## src/rtl/light_threshold.sv

```systemverilog
// light_threshold: RGB565 -> 8-bit luma -> per-row hysteresis threshold, one pixel per clock.
// Latency: 3 cycles (S1 channel expand, S2 luma, S3 classify); bubbles propagate as valid=0.
// Backpressure: none; a beat is accepted every cycle. Optional counter: define LIGHT_COUNT_EN.
module light_threshold #(
    parameter logic [7:0] DEFAULT_HI = 8'd200,
    parameter logic [7:0] DEFAULT_LO = 8'd160,
    parameter int         COUNT_W    = 21
) (
    input  logic               clk_in,
    input  logic               rst_in,
    input  logic               valid_in,
    input  logic [15:0]        pixel_in,
    input  logic [10:0]        x_in,
    input  logic [9:0]         y_in,
    input  logic [7:0]         thresh_hi_in,
    input  logic [7:0]         thresh_lo_in,
    output logic               valid_out,
    output logic               light_out,
    output logic [10:0]        x_out,
    output logic [9:0]         y_out,
    output logic [7:0]         luma_out
`ifdef LIGHT_COUNT_EN
    ,
    output logic [COUNT_W-1:0] count_out,
    output logic               count_valid_out
`endif
);

    // A zero-width counter makes no sense even when the counter is compiled out.
    generate
        if (COUNT_W < 1) begin : g_count_w_check
            $error("light_threshold: COUNT_W must be at least 1");
        end
    endgenerate

    typedef enum logic {
        ROW_OFF = 1'b0,
        ROW_ON  = 1'b1
    } row_state_t;

    // ------------------------------------------------------------------
    // Threshold selection at pipeline entry
    // ------------------------------------------------------------------
    // The frame-start beat itself must already see the fresh thresholds, so
    // the value carried down the pipe is muxed from the live inputs on that
    // beat. Each beat carries its own thresholds, which keeps beats that are
    // still in flight from the previous frame on the old values.
    logic [7:0] thr_hi;
    logic [7:0] thr_lo;
    logic       frame_start_in;
    logic [7:0] hi_sel;
    logic [7:0] lo_sel;
    logic [7:0] lo_eff_sel;

    // Pick raw thresholds for the entering beat and clamp lo to at most hi.
    always_comb begin
        frame_start_in = valid_in && (x_in == 11'd0) && (y_in == 10'd0);
        hi_sel         = frame_start_in ? thresh_hi_in : thr_hi;
        lo_sel         = frame_start_in ? thresh_lo_in : thr_lo;
        lo_eff_sel     = (lo_sel < hi_sel) ? lo_sel : hi_sel;
    end

    // Latched thresholds: load defaults on reset, sample only at frame start.
    always_ff @(posedge clk_in or posedge rst_in) begin
        if (rst_in) begin
            thr_hi <= DEFAULT_HI;
            thr_lo <= DEFAULT_LO;
        end else if (frame_start_in) begin
            thr_hi <= thresh_hi_in;
            thr_lo <= thresh_lo_in;
        end
    end

    // ------------------------------------------------------------------
    // S1: channel expansion to 8 bits by replicating the top bits
    // ------------------------------------------------------------------
    logic        s1_vld;
    logic [7:0]  s1_r;
    logic [7:0]  s1_g;
    logic [7:0]  s1_b;
    logic [10:0] s1_x;
    logic [9:0]  s1_y;
    logic [7:0]  s1_hi;
    logic [7:0]  s1_lo;

    // S1 register: valid always advances, payload loads only on valid beats.
    always_ff @(posedge clk_in or posedge rst_in) begin
        if (rst_in) begin
            s1_vld <= 1'b0;
            s1_r   <= 8'd0;
            s1_g   <= 8'd0;
            s1_b   <= 8'd0;
            s1_x   <= 11'd0;
            s1_y   <= 10'd0;
            s1_hi  <= 8'd0;
            s1_lo  <= 8'd0;
        end else begin
            s1_vld <= valid_in;
            if (valid_in) begin
                s1_r  <= {pixel_in[15:11], pixel_in[15:13]};
                s1_g  <= {pixel_in[10:5],  pixel_in[10:9]};
                s1_b  <= {pixel_in[4:0],   pixel_in[4:2]};
                s1_x  <= x_in;
                s1_y  <= y_in;
                s1_hi <= hi_sel;
                s1_lo <= lo_eff_sel;
            end
        end
    end

    // ------------------------------------------------------------------
    // S2: luma = (77 R + 150 G + 29 B) >> 8, truncated
    // ------------------------------------------------------------------
    // Coefficients sum to 256, so the worst case is 255*256 = 65280 and the
    // 16-bit sum cannot overflow.
    logic [15:0] luma_sum;

    // Weighted channel sum, all operands widened to 16 bits.
    always_comb begin
        luma_sum = 16'd77  * {8'd0, s1_r}
                 + 16'd150 * {8'd0, s1_g}
                 + 16'd29  * {8'd0, s1_b};
    end

    logic        s2_vld;
    logic [7:0]  s2_luma;
    logic [10:0] s2_x;
    logic [9:0]  s2_y;
    logic [7:0]  s2_hi;
    logic [7:0]  s2_lo;

    // S2 register: keep the upper byte of the sum, carry coordinates along.
    always_ff @(posedge clk_in or posedge rst_in) begin
        if (rst_in) begin
            s2_vld  <= 1'b0;
            s2_luma <= 8'd0;
            s2_x    <= 11'd0;
            s2_y    <= 10'd0;
            s2_hi   <= 8'd0;
            s2_lo   <= 8'd0;
        end else begin
            s2_vld <= s1_vld;
            if (s1_vld) begin
                s2_luma <= luma_sum[15:8];
                s2_x    <= s1_x;
                s2_y    <= s1_y;
                s2_hi   <= s1_hi;
                s2_lo   <= s1_lo;
            end
        end
    end

    // ------------------------------------------------------------------
    // S3: hysteresis classification
    // ------------------------------------------------------------------
    row_state_t row_state;
    row_state_t row_state_nxt;
    logic       light_nxt;
    logic       was_on;

    // Hysteresis state register.
    always_ff @(posedge clk_in or posedge rst_in) begin
        if (rst_in) begin
            row_state <= ROW_OFF;
        end else begin
            row_state <= row_state_nxt;
        end
    end

    // Classify the S2 beat; column 0 ignores the previous row's state.
    always_comb begin
        row_state_nxt = row_state;
        was_on        = (row_state == ROW_ON) && (s2_x != 11'd0);
        light_nxt     = was_on ? (s2_luma >= s2_lo) : (s2_luma >= s2_hi);
        if (s2_vld) begin
            row_state_nxt = light_nxt ? ROW_ON : ROW_OFF;
        end
    end

    // Output register: light is forced low on bubbles, payload holds.
    always_ff @(posedge clk_in or posedge rst_in) begin
        if (rst_in) begin
            valid_out <= 1'b0;
            light_out <= 1'b0;
            x_out     <= 11'd0;
            y_out     <= 10'd0;
            luma_out  <= 8'd0;
        end else begin
            valid_out <= s2_vld;
            light_out <= s2_vld && light_nxt;
            if (s2_vld) begin
                x_out    <= s2_x;
                y_out    <= s2_y;
                luma_out <= s2_luma;
            end
        end
    end

`ifdef LIGHT_COUNT_EN
    // ------------------------------------------------------------------
    // Bright-pixel counter, reported once per frame at the next frame start
    // ------------------------------------------------------------------
    localparam logic [COUNT_W-1:0] COUNT_MAX = {COUNT_W{1'b1}};

    logic               frame_start_s3;
    logic               seen_frame;
    logic [COUNT_W-1:0] bright_cnt;

    // Frame start as seen by the classify stage.
    always_comb begin
        frame_start_s3 = s2_vld && (s2_x == 11'd0) && (s2_y == 10'd0);
    end

    // Accumulate saturating count; publish and restart on each frame start.
    // The first frame start after reset has no complete frame behind it.
    always_ff @(posedge clk_in or posedge rst_in) begin
        if (rst_in) begin
            seen_frame      <= 1'b0;
            bright_cnt      <= '0;
            count_out       <= '0;
            count_valid_out <= 1'b0;
        end else begin
            count_valid_out <= 1'b0;
            if (frame_start_s3) begin
                seen_frame <= 1'b1;
                bright_cnt <= light_nxt ? COUNT_W'(1) : '0;
                if (seen_frame) begin
                    count_out       <= bright_cnt;
                    count_valid_out <= 1'b1;
                end
            end else if (s2_vld && light_nxt && (bright_cnt != COUNT_MAX)) begin
                bright_cnt <= bright_cnt + COUNT_W'(1);
            end
        end
    end
`endif

endmodule

```

## config.mk

```make
export PLATFORM = sky130hd
export DESIGN_NAME = light_threshold
export DESIGN_NICKNAME = d
export VERILOG_FILES = /design/src/rtl/light_threshold.sv
export SDC_FILE = /design/constraint.sdc
export NUM_CORES = 1
export LEC_CHECK = 0
export CORE_ASPECT_RATIO = 1.5
export CORE_MARGIN = 1
export CORE_UTILIZATION = 50
export CTS_CLUSTER_DIAMETER = 120
export DETAILED_ROUTE_END_ITERATION = 8
export GPL_ROUTABILITY_DRIVEN = 0
export PLACE_DENSITY = 0.76
export SLEW_MARGIN = 20
export SYNTH_ARGS = -nofsm -noshare
export SYNTH_HDL_FRONTEND = slang
export SYNTH_SLANG_ARGS = --single-unit
export TNS_END_PERCENT = 100
```

## constraint.sdc

```tcl
create_clock -name clk_in -period 6.82 [get_ports clk_in]
set_input_delay 0.682 -clock clk_in [delete_from_list [all_inputs] [get_ports clk_in]]
set_output_delay 0.682 -clock clk_in [all_outputs]
set_load 0.01 [all_outputs]
```

==> run_summary.xml <==
<?xml version="1.0" encoding="UTF-8"?>
<metrics>
  <group name="die">
    <metric name="design.portCount" unit="">87</metric>
    <metric name="row_count" unit="">60</metric>
    <metric name="start_util" unit="%">51.2</metric>
    <metric name="die_x" unit="µm">113</metric>
    <metric name="die-area" unit="mm²">0.0190</metric>
    <metric name="design.core.area" unit="mm²">0.0180</metric>
    <metric name="die_y" unit="µm">168</metric>
  </group>
  <group name="yosys">
    <metric name="syn_inst" unit="">782</metric>
    <metric name="synth_area" unit="mm²">0.00923</metric>
    <metric name="post_synth.cell_area_avg" unit="µm²">11.8</metric>
    <metric name="synth_seq_cells" unit="">148</metric>
    <metric name="postSynthNetCount" unit="">998</metric>
    <metric name="synth_top_cell_by_area" unit="">sky130_fd_sc_hd__dfrtp_1</metric>
    <metric name="post-synth-top-area-fraction" unit="%">38.8</metric>
    <metric name="proportion_of_synthesized_chip_area_in_sequential_cells" unit="%">40.2</metric>
    <metric name="postSynth.topFlopCell" unit="">sky130_fd_sc_hd__dfrtp_1</metric>
    <metric name="synthArstFlopShare" unit="%">100</metric>
    <metric name="synth_edf_count" unit="">0</metric>
    <metric name="cell_types_with_the_largest_area_share_after_synthesis" unit="">sky130_fd_sc_hd__dfrtp_1, sky130_fd_sc_hd__ha_1, sky130_fd_sc_hd__fa_1, sky130_fd_sc_hd__mux2_2, sky130_fd_sc_hd__inv_1</metric>
    <metric name="synth.yosys.warnings" unit="">0</metric>
    <metric name="yosys.cell_types.count" unit="">54</metric>
  </group>
  <group name="route">
    <metric name="drt_iter0_drc" unit="">298</metric>
    <metric name="detail_route.vias_per_cell" unit="">5.43</metric>
    <metric name="route.vias.total" unit="">5988</metric>
    <metric name="met3_wirelength" unit="µm">440</metric>
    <metric name="routed-wl-met2" unit="mm">10.2</metric>
    <metric name="top_layer" unit="">met4</metric>
    <metric name="drt.antenna.violating_nets" unit="">0</metric>
    <metric name="dr.pass1.iters" unit="">5</metric>
    <metric name="route.layer.met1.wl" unit="mm">6.97</metric>
    <metric name="drc_errors" unit="">0</metric>
    <metric name="totalWireLength" unit="mm">18.2</metric>
    <metric name="routedWlPerCell" unit="µm">16.5</metric>
  </group>
  <group name="status">
    <metric name="run_status" unit="">complete, no violations</metric>
  </group>
  <group name="clock_tree">
    <metric name="cts_tree" unit="">yes</metric>
    <metric name="cts.sinks" unit="">148</metric>
    <metric name="cts_buffers" unit="">17</metric>
    <metric name="ctsHoldBuffers" unit="">0</metric>
    <metric name="clockRootBuffer" unit="">sky130_fd_sc_hd__clkbuf_16</metric>
    <metric name="ctsResizeCount" unit="">0</metric>
    <metric name="clock_insertion_delay_worst_skew" unit="ns">0.42</metric>
    <metric name="cts_setup_buffers" unit="">0</metric>
    <metric name="cts.reportedPaths.clkPinSlew" unit="ns">0.07</metric>
    <metric name="clockBufferDepth" unit="">2</metric>
    <metric name="clock_tree.htree_level_count" unit="">4</metric>
  </group>
  <group name="critical_path">
    <metric name="critPathCaptureType" unit="">flop</metric>
    <metric name="arrival" unit="ns">6.69</metric>
    <metric name="r2r.worst_path.cells" unit="">22</metric>
    <metric name="register_to_register_path_setup_slack" unit="ns">0.43</metric>
    <metric name="critical_path.cell_chain" unit="">ha_1, ha_1, inv_1, fa_1, fa_1, inv_1, ha_1, xor2_1, fa_1, fa_1, inv_1, fa_1, fa_1, inv_1, ha_1, nand3_1, nand2_1, a211oi_2, nor2_1, a21oi_1, xnor2_1, mux2_2</metric>
    <metric name="cp.required" unit="ns">7.11</metric>
    <metric name="critPathMaxStageDelay" unit="ns">0.55</metric>
    <metric name="cpMostUsedCell" unit="">sky130_fd_sc_hd__fa_1</metric>
    <metric name="biggest_fanout_along_the_worst_timing_path" unit="">5</metric>
    <metric name="reg2reg_from" unit="">s1_g[4]</metric>
    <metric name="start_kind" unit="">flop</metric>
    <metric name="timing_worst_setup_path_type" unit="">flop to flop</metric>
    <metric name="regToRegEndpoint" unit="">s2_luma[5]</metric>
    <metric name="crit_path_max_delay_cell_type" unit="">sky130_fd_sc_hd__fa_1</metric>
  </group>
  <group name="timing">
    <metric name="post-route-worst-setup-slack" unit="ns">0.427</metric>
    <metric name="clock-skew-final" unit="ns">0.0149</metric>
    <metric name="report.final.slew_viol_count" unit="">0</metric>
    <metric name="tightestPinTransition" unit="ns">0.980</metric>
    <metric name="timing.hold.ws" unit="ns">0.489</metric>
    <metric name="timing_hold_violations_final" unit="">0</metric>
    <metric name="final_min_period_over_clock_period" unit="%">93.7</metric>
    <metric name="fin_tns_setup" unit="ns">0</metric>
    <metric name="max_clock_freq" unit="GHz">0.156</metric>
    <metric name="setup_viol" unit="">0</metric>
    <metric name="timing.max_slew.rel_slack" unit="%">33.0</metric>
    <metric name="rsz0062_at_grt" unit="">no</metric>
    <metric name="period_minus_slack" unit="ns">6.39</metric>
  </group>
  <group name="final_layout">
    <metric name="fraction_of_final_layout_cells_sized_beyond_drive_strength_1" unit="%">17.4</metric>
    <metric name="antenna_cells_inserted" unit="">0</metric>
    <metric name="instances_no_fill" unit="">1102</metric>
    <metric name="layout.nets" unit="">1088</metric>
    <metric name="syn2layout_area_growth" unit="%">18.4</metric>
  </group>
  <group name="global_routing">
    <metric name="antenna_found_initial" unit="">0</metric>
    <metric name="grt_max_degree" unit="">80</metric>
    <metric name="grt_pass1_wl" unit="mm">31.1</metric>
    <metric name="grt_use_total" unit="%">21.0</metric>
    <metric name="first_global_vias" unit="">6481</metric>
    <metric name="gr_ovfl_total" unit="">0</metric>
  </group>
  <group name="placement">
    <metric name="placed_cells" unit="">1070</metric>
    <metric name="dp_hpwl" unit="mm">13.8</metric>
    <metric name="pre_cts_worst_setup_slack" unit="ns">0.226</metric>
    <metric name="port-buffer-count" unit="">86</metric>
  </group>
  <group name="worst_hold_path">
    <metric name="hold_path_depth" unit="">2</metric>
    <metric name="timing.hold.worst_endpoint" unit="">s2_hi[5]</metric>
    <metric name="hold_path_startpoint" unit="">s1_hi[5]</metric>
    <metric name="timing.hold.worst.class" unit="">flop to flop</metric>
  </group>
  <group name="run">
    <metric name="max_cap_viols" unit="">0</metric>
  </group>
</metrics>
-- state kept, by name, summed over array words and instances (netlist names), 5 cells and up --
| signal | flops |
|---|---|
| x_out | 11 |
| s2_lo | 8 |
| thr_lo | 8 |
| s2_luma | 8 |
| s1_x | 11 |
| s1_lo | 8 |
| luma_out | 8 |
| s1_r | 5 |
| s2_hi | 8 |
| s2_x | 11 |
| s1_g | 6 |
| thr_hi | 8 |
| s1_y | 10 |
| y_out | 10 |
| s1_hi | 8 |
| s1_b | 5 |
| s2_y | 10 |
-- worst max-delay path, delay by kind of cell (launching register included) --
kind / cells / cell delay [ns]
flops: 1 / 0.44
compound gates: 2 / 0.53
simple gates: 3 / 0.32
xor+xnor: 2 / 0.29
mux: 1 / 0.26
buf+inv: 4 / 0.19
fa+ha+maj: 10 / 4.24
-- metrics by stage --
stage,utilization (%),area [µm²]
finish,60.7,10900
global placement,57.2,10300
floorplan,-,9230
detailed placement,57.2,10300
CTS,60.6,10900
global route,60.7,10900
-- logic make-up (layout without fill, tap and decap cells) --
| group | after synthesis | after routing | synth area share [%] |
|---|---|---|---|
| buffers and inverters | 150 | 253 | 6.28 |
| DFF | 148 | 148 | 40.2 |
| adders and majority gates | 160 | 160 | 26.1 |
| muxes | 106 | 106 | 13.1 |
| and+or+nand+nor | 86 | 86 | 4.66 |
| xor gates and xnor gates | 16 | 16 | 1.52 |
| AOI/OAI and AO/OA | 116 | 116 | 8.20 |
-- per-layer routing --
metal  track usage [%]  up-vias
li1                  -     2846
met2              39.2      107
met3              3.20       31
met5                 0        -
met4              9.67        0
met1              23.2     3004
-- layout by cell type, fill, tap and decap left out, drive strengths merged, types with 9 or more instances in the layout --
| master | netlist | layout |
|---|---|---|
| clkdlybuf4s50 | 0 | 85 |
| dfrtp | 143 | 143 |
| mux2i | 9 | 9 |
| o21ai | 41 | 41 |
| clkbuf | 15 | 17 |
| fa | 54 | 54 |
| nor2 | 18 | 18 |
| nand2 | 31 | 31 |
| inv | 129 | 137 |
| mux2 | 97 | 97 |
| ha | 106 | 106 |
| a21oi | 25 | 25 |
-- cell usage after synthesis, types with 2 or more instances --
library cell,number
sky130_fd_sc_hd__nor4_1,6
sky130_fd_sc_hd__nor3_1,7
sky130_fd_sc_hd__o31ai_1,3
sky130_fd_sc_hd__a221o_1,8
sky130_fd_sc_hd__a211oi_1,3
sky130_fd_sc_hd__a21o_1,8
sky130_fd_sc_hd__xor2_1,8
sky130_fd_sc_hd__a21oi_1,25
sky130_fd_sc_hd__buf_1,2
sky130_fd_sc_hd__nand2_1,31
sky130_fd_sc_hd__buf_6,2
sky130_fd_sc_hd__o21ai_1,3
sky130_fd_sc_hd__dfstp_2,5
sky130_fd_sc_hd__a31oi_1,3
sky130_fd_sc_hd__xnor2_1,8
sky130_fd_sc_hd__mux2_4,3
sky130_fd_sc_hd__a211o_1,3
sky130_fd_sc_hd__inv_1,128
sky130_fd_sc_hd__o21a_1,2
sky130_fd_sc_hd__and3_1,2
sky130_fd_sc_hd__clkbuf_1,15
sky130_fd_sc_hd__or3_1,2
sky130_fd_sc_hd__mux2_2,94
sky130_fd_sc_hd__nand3_1,7
sky130_fd_sc_hd__dfrtp_1,143
sky130_fd_sc_hd__o21ai_0,38
sky130_fd_sc_hd__nand2b_1,7
sky130_fd_sc_hd__mux2i_1,8
sky130_fd_sc_hd__o221ai_1,8
sky130_fd_sc_hd__or2_2,2
sky130_fd_sc_hd__nor2_1,17
sky130_fd_sc_hd__ha_1,106
sky130_fd_sc_hd__fa_1,54
-- area by class of cell --
cell class,count,area (µm²)
fillers,1452,7090
flip-flops and latches,148,3710
inverters,130,493
clock buffers,17,425
multi-input cells,484,4950
repair buffers,91,893
well taps,217,272
clock inverters,15,178
-- worst max path at each step --
stage / startpoint / end / slack, ns / cells after the start
after floorplan: s1_g[6] / s2_luma[7] / 0.56 / 22
after global placement: s1_g[4] / s2_luma[7] / 0.33 / 22
after detailed placement: s1_g[4] / s2_luma[7] / 0.23 / 22
after CTS: s1_g[4] / s2_luma[7] / 0.20 / 22
after global routing: s1_g[3] / s2_luma[5] / 0.06 / 24
final: s1_g[4] / s2_luma[5] / 0.43 / 22
Power is not shown: default switching activity piles up to over one toggle a cycle in this logic, so the estimate is an artifact.
